==> config.mk <==
export PLATFORM = sky130hd
export DESIGN_NAME = rx_bit_recover_flat
export DESIGN_NICKNAME = d
export VERILOG_FILES = /design/src/rtl/usb_rx_pkg.sv /design/src/rtl/rx_bit_recover_if.sv /design/src/rtl/flex_counter.sv /design/src/rtl/rx_bit_recover.sv /design/src/flat_wrapper.sv
export SDC_FILE = /design/constraint.sdc
export NUM_CORES = 1
export LEC_CHECK = 0
export CAP_MARGIN = 20
export CORE_UTILIZATION = 40
export CTS_CLUSTER_SIZE = 14
export DETAILED_ROUTE_END_ITERATION = 12
export GPL_TIMING_DRIVEN = 0
export SYNTH_ARGS = -nofsm -noshare
export SYNTH_HDL_FRONTEND = slang
export SYNTH_SLANG_ARGS = --single-unit
==> constraint.sdc <==
create_clock -name clk -period 2.2 [get_ports clk]
set_input_delay 0.66 -clock clk [delete_from_list [all_inputs] [get_ports clk]]
set_output_delay 0.66 -clock clk [all_outputs]
set_load 0.02 [all_outputs]
==> src/rtl/usb_rx_pkg.sv <==
// Shared constants for the USB full-speed receive path
// (bit recovery, shift register and RCU).
package usb_rx_pkg;
    localparam int   CLKS_PER_BIT = 8;
    localparam int   SAMPLE_POINT = 3;
    localparam int   STUFF_LEN    = 6;
    localparam logic IDLE_LEVEL   = 1'b1;
    localparam int   CNT_W  = $clog2(CLKS_PER_BIT);
    localparam int   ONES_W = $clog2(STUFF_LEN + 1);
endpackage

==> src/rtl/rx_bit_recover_if.sv <==
// Line-side inputs and shift-register/RCU outputs
// of the bit-recovery stage.
interface rx_bit_recover_if;
    logic d_plus_sync;
    logic d_edge;
    logic enable;
    logic shift_enable;
    logic rx_bit;
    logic byte_received;
    logic stuff_error;

    modport master (
        output d_plus_sync, d_edge, enable,
        input  shift_enable, rx_bit, byte_received, stuff_error
    );

    modport slave (
        input  d_plus_sync, d_edge, enable,
        output shift_enable, rx_bit, byte_received, stuff_error
    );
endinterface

==> src/rtl/flex_counter.sv <==
// Generic up-counter with synchronous clear and
// programmable rollover value.
module flex_counter #(
    parameter int W = 4
) (
    input  logic         clk,
    input  logic         n_rst,
    input  logic         clear,
    input  logic         count_enable,
    input  logic [W-1:0] rollover_val,
    output logic [W-1:0] count_out
);
    logic [W-1:0] count_q, count_d;

    always_comb begin
        count_d = count_q;
        if (clear) begin
            count_d = '0;
        end else if (count_enable) begin
            if (count_q == rollover_val) begin
                count_d = '0;
            end else begin
                count_d = count_q + W'(1);
            end
        end
    end

    always_ff @(posedge clk or negedge n_rst) begin
        if (!n_rst) begin
            count_q <= '0;
        end else begin
            count_q <= count_d;
        end
    end

    assign count_out = count_q;
endmodule

==> src/rtl/rx_bit_recover.sv <==
// USB FS bit recovery: phase alignment, mid-bit sampling,
// NRZI decode and bit-stuff removal.
module rx_bit_recover
    import usb_rx_pkg::*;
(
    input logic clk,
    input logic n_rst,
    rx_bit_recover_if.slave bus
);
    localparam logic [CNT_W-1:0]  ROLL_CNT =
        CNT_W'(CLKS_PER_BIT - 1);
    localparam logic [CNT_W-1:0]  SAMPLE_CNT =
        CNT_W'(SAMPLE_POINT);
    localparam logic [ONES_W-1:0] STUFF_CNT =
        ONES_W'(STUFF_LEN);

    logic [CNT_W-1:0]  clk_cnt;
    logic              sample;
    logic              decoded;
    logic [2:0]        bit_cnt_q, bit_cnt_d;
    logic [ONES_W-1:0] ones_cnt_q, ones_cnt_d;
    logic              prev_level_q, prev_level_d;
    logic              shift_q, shift_d;
    logic              rx_bit_q, rx_bit_d;
    logic              stuff_err_q, stuff_err_d;
    logic              byte_pend_q, byte_pend_d;
    logic              byte_q, byte_d;

    flex_counter #(.W(CNT_W)) u_phase (
        .clk          (clk),
        .n_rst        (n_rst),
        .clear        (bus.d_edge | ~bus.enable),
        .count_enable (bus.enable),
        .rollover_val (ROLL_CNT),
        .count_out    (clk_cnt)
    );

    // An edge landing on the sample point re-aligns instead of sampling.
    assign sample  = bus.enable && (clk_cnt == SAMPLE_CNT)
                     && !bus.d_edge;
    assign decoded = (bus.d_plus_sync == prev_level_q);

    always_comb begin
        bit_cnt_d    = bit_cnt_q;
        ones_cnt_d   = ones_cnt_q;
        prev_level_d = prev_level_q;
        shift_d      = 1'b0;
        rx_bit_d     = rx_bit_q;
        stuff_err_d  = 1'b0;
        byte_pend_d  = 1'b0;
        byte_d       = byte_pend_q;
        if (!bus.enable) begin
            bit_cnt_d    = '0;
            ones_cnt_d   = '0;
            prev_level_d = IDLE_LEVEL;
        end else if (sample) begin
            prev_level_d = bus.d_plus_sync;
            if (ones_cnt_q == STUFF_CNT) begin
                ones_cnt_d  = '0;
                stuff_err_d = decoded;
            end else begin
                shift_d     = 1'b1;
                rx_bit_d    = decoded;
                ones_cnt_d  = decoded ?
                              ones_cnt_q + ONES_W'(1) : '0;
                bit_cnt_d   = bit_cnt_q + 3'd1;
                byte_pend_d = (bit_cnt_q == 3'd7);
            end
        end
    end

    always_ff @(posedge clk or negedge n_rst) begin
        if (!n_rst) begin
            bit_cnt_q    <= '0;
            ones_cnt_q   <= '0;
            prev_level_q <= IDLE_LEVEL;
            shift_q      <= 1'b0;
            rx_bit_q     <= 1'b0;
            stuff_err_q  <= 1'b0;
            byte_pend_q  <= 1'b0;
            byte_q       <= 1'b0;
        end else begin
            bit_cnt_q    <= bit_cnt_d;
            ones_cnt_q   <= ones_cnt_d;
            prev_level_q <= prev_level_d;
            shift_q      <= shift_d;
            rx_bit_q     <= rx_bit_d;
            stuff_err_q  <= stuff_err_d;
            byte_pend_q  <= byte_pend_d;
            byte_q       <= byte_d;
        end
    end

    assign bus.shift_enable  = shift_q;
    assign bus.rx_bit        = rx_bit_q;
    assign bus.stuff_error   = stuff_err_q;
    assign bus.byte_received = byte_q;
endmodule

==> src/flat_wrapper.sv <==
// flat-port wrapper written by rule: the top's interface ports become plain ports
module rx_bit_recover_flat import usb_rx_pkg::*;
  (clk, n_rst, bus_d_plus_sync, bus_d_edge, bus_enable, bus_shift_enable, bus_rx_bit, bus_byte_received, bus_stuff_error);
  rx_bit_recover_if bus_i ();
  input logic clk;
  input logic n_rst;
  input wire logic [$bits(bus_i.d_plus_sync)-1:0] bus_d_plus_sync;
  input wire logic [$bits(bus_i.d_edge)-1:0] bus_d_edge;
  input wire logic [$bits(bus_i.enable)-1:0] bus_enable;
  output wire logic [$bits(bus_i.shift_enable)-1:0] bus_shift_enable;
  output wire logic [$bits(bus_i.rx_bit)-1:0] bus_rx_bit;
  output wire logic [$bits(bus_i.byte_received)-1:0] bus_byte_received;
  output wire logic [$bits(bus_i.stuff_error)-1:0] bus_stuff_error;
  assign bus_i.d_plus_sync = bus_d_plus_sync;
  assign bus_i.d_edge = bus_d_edge;
  assign bus_i.enable = bus_enable;
  assign bus_shift_enable = bus_i.shift_enable;
  assign bus_rx_bit = bus_i.rx_bit;
  assign bus_byte_received = bus_i.byte_received;
  assign bus_stuff_error = bus_i.stuff_error;
  rx_bit_recover u_core (.clk(clk), .n_rst(n_rst), .bus(bus_i));
endmodule
* Word-level counts from Yosys, hierarchy flattened
Cells that the tools add are included.
** Storage, ports and cells
- Register bits after elaboration :: 15
- Bits of input ports :: 5
- Output and inout port bits :: 4
- Word-level logic and storage cells :: 49
** Cells by class
- Add/subtract/negate cells :: 3
- Eq/ne operators :: 7
- Mux-type cells :: 21
- Bitwise gates (word level) :: 3
- Reductions and logical operators :: 6
** Operators by type and width (number)
- $mux 3 :: 10
- $mux 1 :: 11
- $add 3x1->3 const B :: 3
- $eq 3x3->1 const B :: 3
- $eq 3x2->1 const B :: 1
- $reduce_and 3->1 :: 1
- $logic_and 1x1->1 :: 2
- $ne 2x1->1 const B :: 1
- $ne 2x2->1 const B :: 1
- $not 1->1 :: 2
- $reduce_and 2->1 :: 1
- $reduce_bool 2->1 :: 1
- $eq 1x1->1 :: 1
- $logic_not 1->1 :: 1
- $or 1x1->1 :: 1

* Longest topological paths before layout
Gate-level depths: netlist of run 1.
- Depth after elaboration :: 5
- Mapped depth :: 7
- Mapped depth without buffers :: 5

* Cells and area by module
From an unflattened synthesis of run 1, not the netlist that was laid out.
** Unflattened totals
- Cells, all modules :: 72
- Area, all modules :: 812.0 um^2
** Modules (own cells, without submodules)
- rx_bit_recover :: instances 1, cells each 54, area each 591.8 um^2, sequential area each 301.5 um^2
- flex_counter :: instances 1, cells each 18, area each 220.2 um^2, sequential area each 75.1 um^2

* Worst setup path before layout of run 1
Ideal clock, no wire load.
- Path type :: in2reg
- Start :: in bus_enable
- End :: reg u_core.bit_cnt_q[0]
- Setup time :: 0.125 ns
- Arrival time :: 1.404 ns
- Data required time :: 2.075 ns
- Path slack :: 0.671 ns
- Cell stages on the path :: 6
- Path buffers :: 3
- Cell sequence :: buf_6 and3b_1 buf_6 and2_4 buf_6 mux2i_1
** Between the ends
- Longest elaborated chain between the ends :: 4
- Elaborated cells on any way between the ends :: 6
- Those cells by class :: eq/ne: 2; mux: 1; reduce/logical: 3
** Ends and longest elaborated chain
- start: declaration :: RTL line flat_wrapper.sv:9 : input wire logic [$bits(bus_i.enable)-1:0] bus_enable;
- $logic_and 1x1->1 :: RTL line rx_bit_recover.sv:39 : assign sample = bus.enable && (clk_cnt == SAMPLE_CNT)
- $logic_and 1x1->1 :: RTL line rx_bit_recover.sv:40 : && !bus.d_edge;
- $ne 2x1->1 (no source line)
- $reduce_and 2->1 (no source line)
- end signal: assignment :: RTL line rx_bit_recover.sv:83 : bit_cnt_q <= bit_cnt_d;
- end: declaration :: RTL line rx_bit_recover.sv:20 : logic [2:0] bit_cnt_q, bit_cnt_d;
Parallel ways exist; a longest one is shown, timed or not.
A chain may end at the register's enable or synchronous reset.

* Worst setup path in the final report of run 1
- Start :: reg u_core.rx_bit_q, in the netlist u_core.bus.rx_bit
- End :: out bus_rx_bit
** RTL lines
- start: declaration :: RTL line rx_bit_recover.sv:24 : logic rx_bit_q, rx_bit_d;
- start signal: assignment :: RTL line rx_bit_recover.sv:87 : rx_bit_q <= rx_bit_d;
- end: declaration :: RTL line flat_wrapper.sv:11 : output wire logic [$bits(bus_i.rx_bit)-1:0] bus_rx_bit;
No word-level cell between the ends.

==> summary by stage, run 1 <==
Pwr
For this design the ratio of total power to cell area is 577 nW/um^2. Per report_power, the combinational group accounts for 6.8% of the total. In this run, the clock network consumes 32.7% of the power. The switching component of the power is 0.100 mW. The internal power of the cells totals 0.365 mW.

The overall power consumption is 0.466 mW. The switching power share of the total is 21.6%. Of the total power, registers draw 60.5%.

The worst-case IR drop observed on VDD is 283 uV. The leakage power is 0.396 nW.

Drt
The iteration-0 DRC count of the detailed router is 5. The first detailed-routing pass ran for 8 iterations. Summed over all layers, the routed wires come to 977 microns. The average via count per standard cell is 5.02. After detailed routing, the number of remaining DRC violations is 2. The routed wire length per instance is 11.2 microns.

The detailed router placed 437 vias in this run. The count of nets left with antenna violations once routing finished came out at 0.

Global route
The peak-usage layer in the global routing report is met2. The overall fraction of global-route tracks in use is 12.6%. The fraction of met3 tracks used by global routing is 3.75%. The number of antenna violations at the first check in global routing is 0. Global routing used 18.8% of the available met2 tracks. Global routing consumed, on the met1 layer, 16.2% of the routing resources. The wire length of the first global-routing pass is 1700 microns. The maximum number of pins on one net before global-route repair is 16. The number of global-route vias before repair came to 405.

For this run the aggregate overflow at the end of global routing stands at 0.

Floorplanning
Measured along the x axis, the die boundary spans 43.6 microns. The full die area is 1900 sq um. The die is 43.6 microns tall. Once the floorplan was initialized, standard cells occupied 44.3% of the core. The total area inside the core boundary comes to 1560 sq um. The number of placement rows is 14.

Pin placement for this block handled 9 I/O pins.

Clock tree
The CTS tree is yes. The number of sinks handled by clock tree synthesis is 15. The clock passes through at most 2 buffers. Post-CTS timing repair inserted 0 buffers for setup. The number of gates resized after CTS is 0. The clock insertion delay at the later pin of the skew report is 280 ps. CTS built an H-tree with a depth of 1.

The cell sitting at the root of the clock tree is a clkbuf_4. The number of hold buffers added after CTS was 0. After clock tree synthesis, the clock-pin slew on the worst setup and hold paths is 80 ps. TritonCTS created 3 clock buffers.

Setup path
The largest single stage delay on the critical path is 600 ps. The number of buffers and inverters on the critical path is 1. The launching instance or port of the critical path is u_core.bus.rx_bit.

Walking the worst path, the cells encountered are clkdlybuf4s50_1. The depth of the most critical reg-to-reg path is 7. Among cell families on the critical path, the largest total delay comes from buffers and inverters. The worst register-to-register path begins at u_core.u_phase.count_out[0]. Data on the critical path is required at its endpoint by 1540 ps. The kind of end point of the critical path is an output pin. The peak fanout along the critical path is 2. The worst setup path is launched from a register. The worst-path cell with the longest stage delay is clkdlybuf4s50_1.

The critical path depth is 1. The worst path arrival time is 1220 ps. The critical path is of the reg2out type.

Timing
Setup repair after global routing left no endpoint under its margin. The slew of the pin with the lowest slew margin is 644 ps. The smallest clock period supported by the final layout is computed as 1880 ps.

The worst pin sits at a relative slew slack of 56.9%. The peak clock frequency supported by timing is 533 MHz. Setup violations remaining at the end of the flow were counted as 0. For the final routed database, the setup TNS stands at 0 ps. Hold is met by 358 ps. The total count of hold-check failures in the final report is 0.

In the finished design, the share of the clock period the worst path needs comes to 85.3%. The final number of max-transition violations is 0. The clock skew after layout is 2.73 ps. The final worst slack is 324 ps.

Placement
In this run the tool buffered the top-level ports with 7 buffer cells. The post-placement cell count is 83. Timing analysis after detailed placement gives a worst setup slack of 226 ps. The placed wire-length estimate is 733 microns. The placed instances occupy a cell area of 781 sq um.

Routability-driven placement finished with a final weighted congestion of 0.721.

Synth
The synthesized design contains 15 register bits. After synthesis the cells add up to 691 sq um. By area the synthesized netlist is led by dfrtp_1 51%, ha_1 13%, buf_6 4.9%. After synthesis, flip-flops and latches occupy 54.5% of the total area. Averaged over all synthesized cells, the footprint is 11.5 sq um.

The number of instances in the synthesized netlist is 60. The cell accounting for the most synthesized area is dfrtp_1. Synthesis produced a netlist with a net count of 72. The fraction of synthesized cell area taken by the top area cell type is 50.7%. The netlist uses 20 different library cells. Yosys printed 0 warnings.

Layout
The synthesis-to-finish area growth is 16.8%. The total non-filler cell area in the finished layout is 807 sq um. The total inserted antenna cells is 0. In the layout the commonest cells are 14 x dfrtp_1, 7 x ha_1, 7 x clkdlybuf4s50_1.

Once layout is complete, the utilization of the core stands at 51.8%. In the final design database the tool counted 84 nets. Leaving out fill and tap cells, the most frequent cell in the layout is dfrtp_1. The final cell count without fillers is 87.

The fraction of layout cells with a size suffix above 1 is 11.3%.

Min path
The beginning of the worst hold path is u_core.byte_d. In this run the worst hold path is classified as reg2reg. The instance count along the most critical hold path is 0.

Status
The checks that failed: DRC. The flow ran to the end, but the final reports show violations.

Flow run
The number of violations of the max-capacitance limit is 0.
[power by group through the flow]
| stage | combinational (mW) | sequential [mW] | clock (mW) |
|---|---|---|---|
| after floorplan | 0.0108 | 0.290 | 0 |
| after global placement | 0.0324 | 0.287 | 0 |
| after detailed placement | 0.0327 | 0.287 | 0 |
| after CTS | 0.0327 | 0.282 | 0.157 |
| after global routing | 0.0354 | 0.283 | 0.168 |
| final | 0.0316 | 0.282 | 0.152 |
[path summary, 6_finish.rpt]
| path | to | slack, ps |
|---|---|---|
| setup / recovery | bus_rx_bit | 320 |
| hold / removal | u_core.bus.byte_received | 360 |
| setup reg to reg | u_core.bit_cnt_q[0] | 590 |
| hold reg to reg | u_core.bus.byte_received | 360 |
| max in group asynchronous | u_core.ones_cnt_q[0] | 1010 |
| min in group asynchronous | u_core.bus.byte_received | 770 |
[synth_stat cells]
cell type	number
nand4_1	1
dfstp_2	1
o311ai_1	1
nand3_1	6
inv_1	4
and3b_1	1
dfrtp_1	14
nor2_1	2
o21ai_0	3
and3_1	1
ha_1	7
nor3b_1	1
buf_6	3
mux2i_1	2
nand2b_1	2
nor3_1	1
o21ai_1	2
and2_4	1
xnor2_1	1
nand2_1	6
[per-layer routing]
layer	wire, microns	vias up	part of all wire, %
li1	-	225	-
met1	483	196	49
met2	422	11	43
met3	40	5	4.1
met4	31	0	3.2
met5	0	-	0
[cells by family after synthesis]
| kind of cell | share of synthesized area, % |
|---|---|
| muxes | 2.90 |
| and+or+nand+nor | 16.7 |
| AOI/OAI and AO/OA | 4.89 |
| adders and majority gates | 12.7 |
| xor gates and xnor gates | 1.27 |
| DFF | 54.5 |
| buffers and inverters | 7.06 |
[state kept, by name, summed over array words and instances, names as in the netlist]
register                  flops
u_core.prev_level_q           1
u_core.u_phase.count_out      3
u_core.ones_cnt_q             3
u_core.bus.byte_received      1
u_core.byte_d                 1
u_core.bus.stuff_error        1
u_core.bit_cnt_q              3
u_core.bus.rx_bit             1
u_core.bus.shift_enable       1
[cell type report]
cell class                      instances  area, sq um
Inverter                                4         15.0
Sequential cell                        15          377
Fill cell                             136          752
Timing Repair Buffer                    7         70.1
Tap cell                               16         20.0
Buffer                                  3         33.8
Clock buffer                            4         26.3
Multi-Input combinational cell         38          265
(Power assumes the default switching activity.)
==> run 2, diff against run 1 <==
- MAX_ROUTING_LAYER: unset -> met4
- RECOVER_POWER: unset -> 50
- clock period: 2.2 -> 1.8 ns (I/O delays scaled with it)
==> run 2 against run 1 <==
The run still ends with DRC left. Non-clock buffer count stayed put. Register-to-register slack worse by 400 ps. First-iteration DRC count unchanged. Combinational power up 18%. Worst hold slack about the same. Critical path type unchanged.
==> summary by stage, run 2 (synthesized netlist as in run 1, its figures left out) <==
Status
The run finished, with violations left. The final reports fail on DRC.

Clock tree
The number of H-tree branching levels is 1 (unchanged). The tree is rooted in a clkbuf_4. The hold-fix buffer count after cts was 0 (unchanged). The number of sinks handled by clock tree synthesis was 15 (unchanged). The clock transition at the registers of the reported paths was 80 ps (about the same). TritonCTS built the clock tree. The clock insertion delay at the later pin of the skew report is 280 ps (about the same).

The maximum buffer depth of the clock tree is 2 (unchanged). The CTS buffer count is 3 (unchanged). The post-CTS repair timing setup buffer count is 0 (unchanged).

Setup path
The peak fanout along the critical path is 1 (-1). The critical path depth is 1 (unchanged). The longest individual stage delay on the worst path is 590 ps (about the same).

The required time at the worst-slack endpoint is 1260 ps (-280 ps). The worst setup path is captured at an output pin. The depth of the most critical reg-to-reg path was 7 (unchanged). The worst-path cell with the longest stage delay is clkdlybuf4s50_1.

The critical path is of the reg2out type. The worst setup slack for register-to-register paths is 190 ps (-400 ps). The worst path arrival time is 1200 ps (-20 ps). The critical path goes through clkdlybuf4s50_1. The reg-to-reg critical path startpoint is u_core.u_phase.count_out[0]. The endpoint of the worst-slack reg-to-reg timing path is u_core.bit_cnt_q[0]. The sum of buffers and inverters on the critical path is 1 (unchanged).

The kind of cell with the highest combined delay along the critical path is buffers and inverters. STA classifies the critical path startpoint as a register.

Floorplanning
The x dimension of the die is 43.6 microns (unchanged). The full die area is 1900 sq um (unchanged). The count of pins on the block boundary was 9 (unchanged). The overall die height is 43.6 microns (unchanged). The number of placement rows is 14 (unchanged). The placeable core region is 1560 sq um (unchanged). The effective utilization at floorplan is 44.3% (unchanged).

Drt
The iteration-0 DRC count of the detailed router came to 5 (unchanged). The detailed-route via count was 441 (+0.92%). The routed wire length per instance is 11.6 microns (+3.2%). The count of unresolved DRC violations after routing is 2 (unchanged). The number of routed nets with antenna violations is 0 (unchanged). The total routed wirelength is 1010 microns (+3.2%). The number of detailed-route iterations in the first pass is 8 (unchanged). The average via count per standard cell came to 5.07 (+0.92%).

Timing
The clock skew after layout is 1.20 ps (-1.53 ps). The final number of max-transition violations is 0 (unchanged). The slew of the pin with the lowest slew margin was 651 ps (+7.10 ps). The setup-violating endpoint count in the final report is 0 (unchanged). The peak clock frequency supported by timing is 576 MHz. The final-layout worst hold slack is 358 ps (-0.0130 ps).

The post-layout minimum cycle time is 1740 ps. The headroom to the max-slew limit is 56.4% (-0.48 points). Setup repair after global routing left no endpoint under its margin. The share of the clock period used by the worst path after layout is 96.4%. The total count of hold-check failures in the final report is 0 (unchanged).

Min path
The end point of the most critical hold path is u_core.bus.byte_received. The tightest min-delay check is of the reg2reg type. The instance count along the most critical hold path is 0 (unchanged).

The worst hold path begins at u_core.byte_d.

Global route
The number of antenna violations at the first check in global routing is 0 (unchanged). The number of global-route vias before repair is 400 (-1.2%). The overall fraction of global-route tracks in use is 13.3% (+0.67 points). The maximum number of pins on one net before global-route repair is 16 (unchanged).

The wire length of the first global-routing pass came to 1710 microns (+0.82%). The total grt overflow is 0 (unchanged).

Layout
Relative to the synthesized area, the layout overhead comes to 17.2%. The total of fill cells in the finished design is 135 (-0.74%). The final cell count without fillers is 87 (unchanged). The most common cell after layout, fill and taps aside is dfrtp_1. The total inserted antenna cells was 0 (unchanged). Leaving out fill and tap cells, the most frequent cells in the layout are 14 x dfrtp_1, 7 x ha_1, 6 x nand2_1, 6 x nand3_1. The net total in the final layout came to 84 (unchanged). The fraction of layout cells with a size suffix above 1 is 11.3% (unchanged).

Pwr
The maximum vdd drop was 349 uV (+23%). The leakage power came to 0.399 nW (+0.63%). The power per cell area is 702 nW/um^2 (+22%).

Flow run
The number of violations of the max-capacitance limit was 0 (unchanged).

Placement
The placer's final routability congestion estimate came to 0.729 (+1.2%). The count of input and output buffers is 7 (unchanged). The placed wire-length estimate is 733 microns (unchanged).

The post-placement cell count was 83 (unchanged).
run 2: layout make-up:
type | instances | area, sq um | share of cell area, %
inverters | 4 | 15.0 | 1.85
well taps | 16 | 20.0 | 2.47
clock buffers | 4 | 26.3 | 3.25
plain buffers | 3 | 33.8 | 4.17
repair buffers | 7 | 72.6 | 8.96
flip-flops and latches | 15 | 377 | 46.5
multi-input cells | 38 | 265 | 32.8
run 2: stage by stage:
step | util [%] | setup TNS (ps) | cell area, sq um | worst slack [ps] | power (mW)
finish | 51.9 | 0 | 810 | 64.9 | 0.568
CTS | 51.8 | 0 | 807 | 34.2 | 0.577
global placement | 50.1 | -37.6 | 781 | -26.6 | 0.391
detailed placement | 50.1 | -99.9 | 781 | -54.4 | 0.391
global route | 51.9 | 0 | 810 | 25.6 | 0.595
floorplan | - | 0 | 691 | 274 | 0.368
run 2: per-layer routing:
| metal | global-route usage (%) | vias up | wire (microns) |
|---|---|---|---|
| met5 | - | - | 0 |
| met4 | 7.50 | 0 | 13 |
| met3 | 5.00 | 2 | 47 |
| met2 | 18.8 | 10 | 441 |
| met1 | 16.2 | 204 | 506 |
| li1 | - | 225 | - |
run 2: power by group:
| part | switching (mW) | internal, mW |
|---|---|---|
| Clock | 0.101 | 0.0859 |
| Sequential | 0.00224 | 0.342 |
| Combinational | 0.0203 | 0.0169 |
| Total | 0.123 | 0.445 |
run 2: how the worst max path moves through the flow:
stage	startpoint	endpoint	slack [ps]
6_report	u_core.bus.shift_enable	bus_shift_enable	60
5_1_grt	u_core.bus.stuff_error	bus_stuff_error	30
4_1_cts	u_core.bus.rx_bit	bus_rx_bit	30
3_5_place_dp	bus_d_edge	u_core.ones_cnt_q[2]	-50
3_3_place_gp	bus_d_edge	u_core.bit_cnt_q[0]	-30
2_1_floorplan	u_core.u_phase.count_out[0]	u_core.bit_cnt_q[0]	270
run 2: what timing repair did:
| item | in CTS | in global routing |
|---|---|---|
| gates resized for setup | 0 | 1 |
| hold endpoints to repair | 0 | 0 |
| setup endpoints to repair | 0 | 1 |
==> run 3, diff against run 2 <==
- CTS_CLUSTER_DIAMETER: unset -> 40
- clock period: 1.8 -> 1.6 ns (I/O delays scaled with it)
==> run 3 against run 2 <==
The flow still finishes with violations (DRC). Critical path depth rose by 6. First-iteration DRC count increased by 40%. Flip-flop and latch count stayed put. Sequential power is 12% higher. Non-clock buffer count is 1 higher. Register-to-register slack worse by 120 ps. Sequential share of layout area fell by 1.5 points. Utilization is 1.8 points higher. Cell count increased by 1.1%. Die area is the same. Critical endpoint is now u_core.bit_cnt_q[0]. Largest power group unchanged.
==> summary by stage, run 3 (synthesized netlist as in run 1, its figures left out) <==
Status
The flow ran to the end, but the final reports show violations. The final reports fail on DRC.

Floorplanning
The effective utilization at floorplan was 44.3% (unchanged). The placeable core region came to 1560 sq um (unchanged). The overall die height came to 43.6 microns (unchanged). The count of pins on the block boundary was 9 (unchanged). The number of placement rows is 14 (unchanged). The full die area was 1900 sq um (unchanged).

The x dimension of the die is 43.6 microns (unchanged).

Drt
The total routed wirelength is 1010 microns (-0.30%). The number of detailed-route iterations in the first pass was 8 (unchanged). The iteration-0 DRC count of the detailed router is 7 (+2). The routed wire length per instance is 11.4 microns (-1.4%). The number of routed nets with antenna violations is 0 (unchanged). The count of unresolved DRC violations after routing came to 3 (+1). The average via count per standard cell is 5.06 (-0.24%). The detailed-route via count is 445 (+0.91%).

Clock tree
TritonCTS built the clock tree. The maximum buffer depth of the clock tree was 2 (unchanged). The cell chosen for the clock root is clkbuf_4.

The number of H-tree branching levels is 1 (unchanged). The clock insertion delay at the later pin of the skew report is 280 ps (about the same). The clock transition at the registers of the reported paths is 80 ps (about the same). The CTS buffer count is 3 (unchanged). The number of sinks handled by clock tree synthesis is 15 (unchanged).

Setup path
The worst-path cell with the longest stage delay is dfrtp_1. The peak fanout along the critical path was 7 (+6). STA classifies the critical path endpoint as a register. The longest individual stage delay on the worst path was 390 ps (-200 ps). The kind of cell with the highest combined delay along the critical path is flip-flops. The required time at the worst-slack endpoint is 1770 ps (+510 ps). Among the stages of the critical path, the cell type that occurs most often is buf_6. The type of the worst setup path is reg2reg. The worst path arrival time is 1690 ps (+490 ps). The sum of buffers and inverters on the critical path is 2 (+1).

The critical path goes through ha_2 > ha_4 > and3b_1 > buf_6 > and2_4 > buf_6 > mux2i_1. The startpoint kind of the worst setup timing path is a register.

Layout
The net total in the final layout came to 85 (+1.2%). The most common cell after layout, fill and taps aside is dfrtp_1. The final cell count without fillers came to 88 (+1.1%). The fraction of layout cells with a size suffix above 1 is 18.1% (+6.8 points). The total non-filler cell area in the finished layout was 837 sq um (+3.4%). The synthesis-to-finish area growth is 21.2%.

The total inserted antenna cells came to 0 (unchanged). In the layout the commonest cells are 14 x dfrtp_1, 6 x nand2_1, 5 x nand3_1, 5 x ha_1. The utilization of the core after routing is 53.7% (+1.8 points).

Timing
The setup-violating endpoint count in the final report is 0 (unchanged). The clock skew after layout is 3.13 ps (+1.93 ps). The final-layout setup total negative slack is 0 ps (unchanged).

The slew of the pin with the lowest slew margin came to 652 ps (+0.774 ps). The final number of max-transition violations is 0 (unchanged). The headroom to the max-slew limit was 56.4% (about the same). The total count of hold-check failures in the final report came to 0 (unchanged).

The share of the clock period used by the worst path after layout is 95.4%. The peak clock frequency supported by timing is 655 MHz. The post-layout minimum cycle time is 1530 ps. Setup repair after global routing left no endpoint under its margin.

Global route
The maximum number of pins on one net before global-route repair is 16 (unchanged). The total grt overflow is 0 (unchanged). The overall fraction of global-route tracks in use is 13.3% (unchanged).

The wire length of the first global-routing pass was 1710 microns (unchanged). The number of global-route vias before repair is 400 (unchanged). The number of antenna violations at the first check in global routing is 0 (unchanged).

Min path
In this run the worst hold path is classified as reg2reg.

Pwr
The overall power consumption is 0.639 mW (+12%). The maximum vdd drop is 389 uV (+12%). The power per cell area is 763 nW/um^2 (+8.8%). The leakage power is 0.415 nW (+4.1%).

Flow run
The number of violations of the max-capacitance limit is 0 (unchanged).

Placement
The post-placement cell count is 83 (unchanged). The total cell area at the placement stage is 781 sq um (unchanged). The placed wire-length estimate is 733 microns (unchanged).

The count of input and output buffers was 7 (unchanged). The placer's final routability congestion estimate came to 0.729 (unchanged).
-- run 3: worst reg2reg max path, cell delays in order, from the launching register on --
cell and delay, ps:
dfrtp_1 390, ha_2 200, ha_4 160, and3b_1 180, buf_6 130, and2_4 150
buf_6 120, mux2i_1 110
-- run 3: layout make-up --
class / count / area [sq um]
well taps: 16 / 20.0
fillers: 131 / 722
repair buffers: 8 / 72.6
flip-flops and latches: 15 / 377
clock buffers: 4 / 26.3
plain buffers: 3 / 33.8
inverters: 4 / 15.0
multi-input cells: 38 / 293
-- run 3: worst paths after layout --
kind,from,end,slack (ps),depth (start not counted)
setup / recovery,u_core.u_phase.count_out[0],u_core.bit_cnt_q[0],70,7
hold reg to reg,u_core.byte_d,u_core.bus.byte_received,360,0
min in group asynchronous,n_rst,u_core.bus.byte_received,670,1
max in group asynchronous,n_rst,u_core.ones_cnt_q[0],520,1
hold / removal,u_core.byte_d,u_core.bus.byte_received,360,0
setup reg to reg,u_core.u_phase.count_out[0],u_core.bit_cnt_q[0],70,7
-- run 3: per-stage QoR --
stage | hold slack [ps] | setup slack [ps]
2_1_floorplan | 184 | 74.3
3_3_place_gp | 333 | -167
3_5_place_dp | 343 | -194
4_1_cts | 362 | 11.3
5_1_grt | 366 | 15.7
6_report | 358 | 72.8
-- run 3: per-layer routing --
layer	part of all wire (%)	global-route usage (%)
met5	0	-
met4	1.3	7.50
met3	4.3	5.00
met2	43	18.8
met1	51	16.2
-- run 3: repair_timing --
| action | CTS | global route |
|---|---|---|
| pin swaps | 0 | 2 |
| endpoints found under the hold margin | 0 | 0 |
| buffers inserted | 0 | 1 |
| gates resized for setup | 5 | 4 |
| setup endpoints to repair | 7 | 5 |
| hold buffers | 0 | 0 |
-- run 3: power by group --
group	leakage [nW]	internal, mW	switching (mW)
Clock	0.0150	0.0966	0.111
Combinational	0.200	0.0199	0.0237
Sequential	0.201	0.385	0.00256
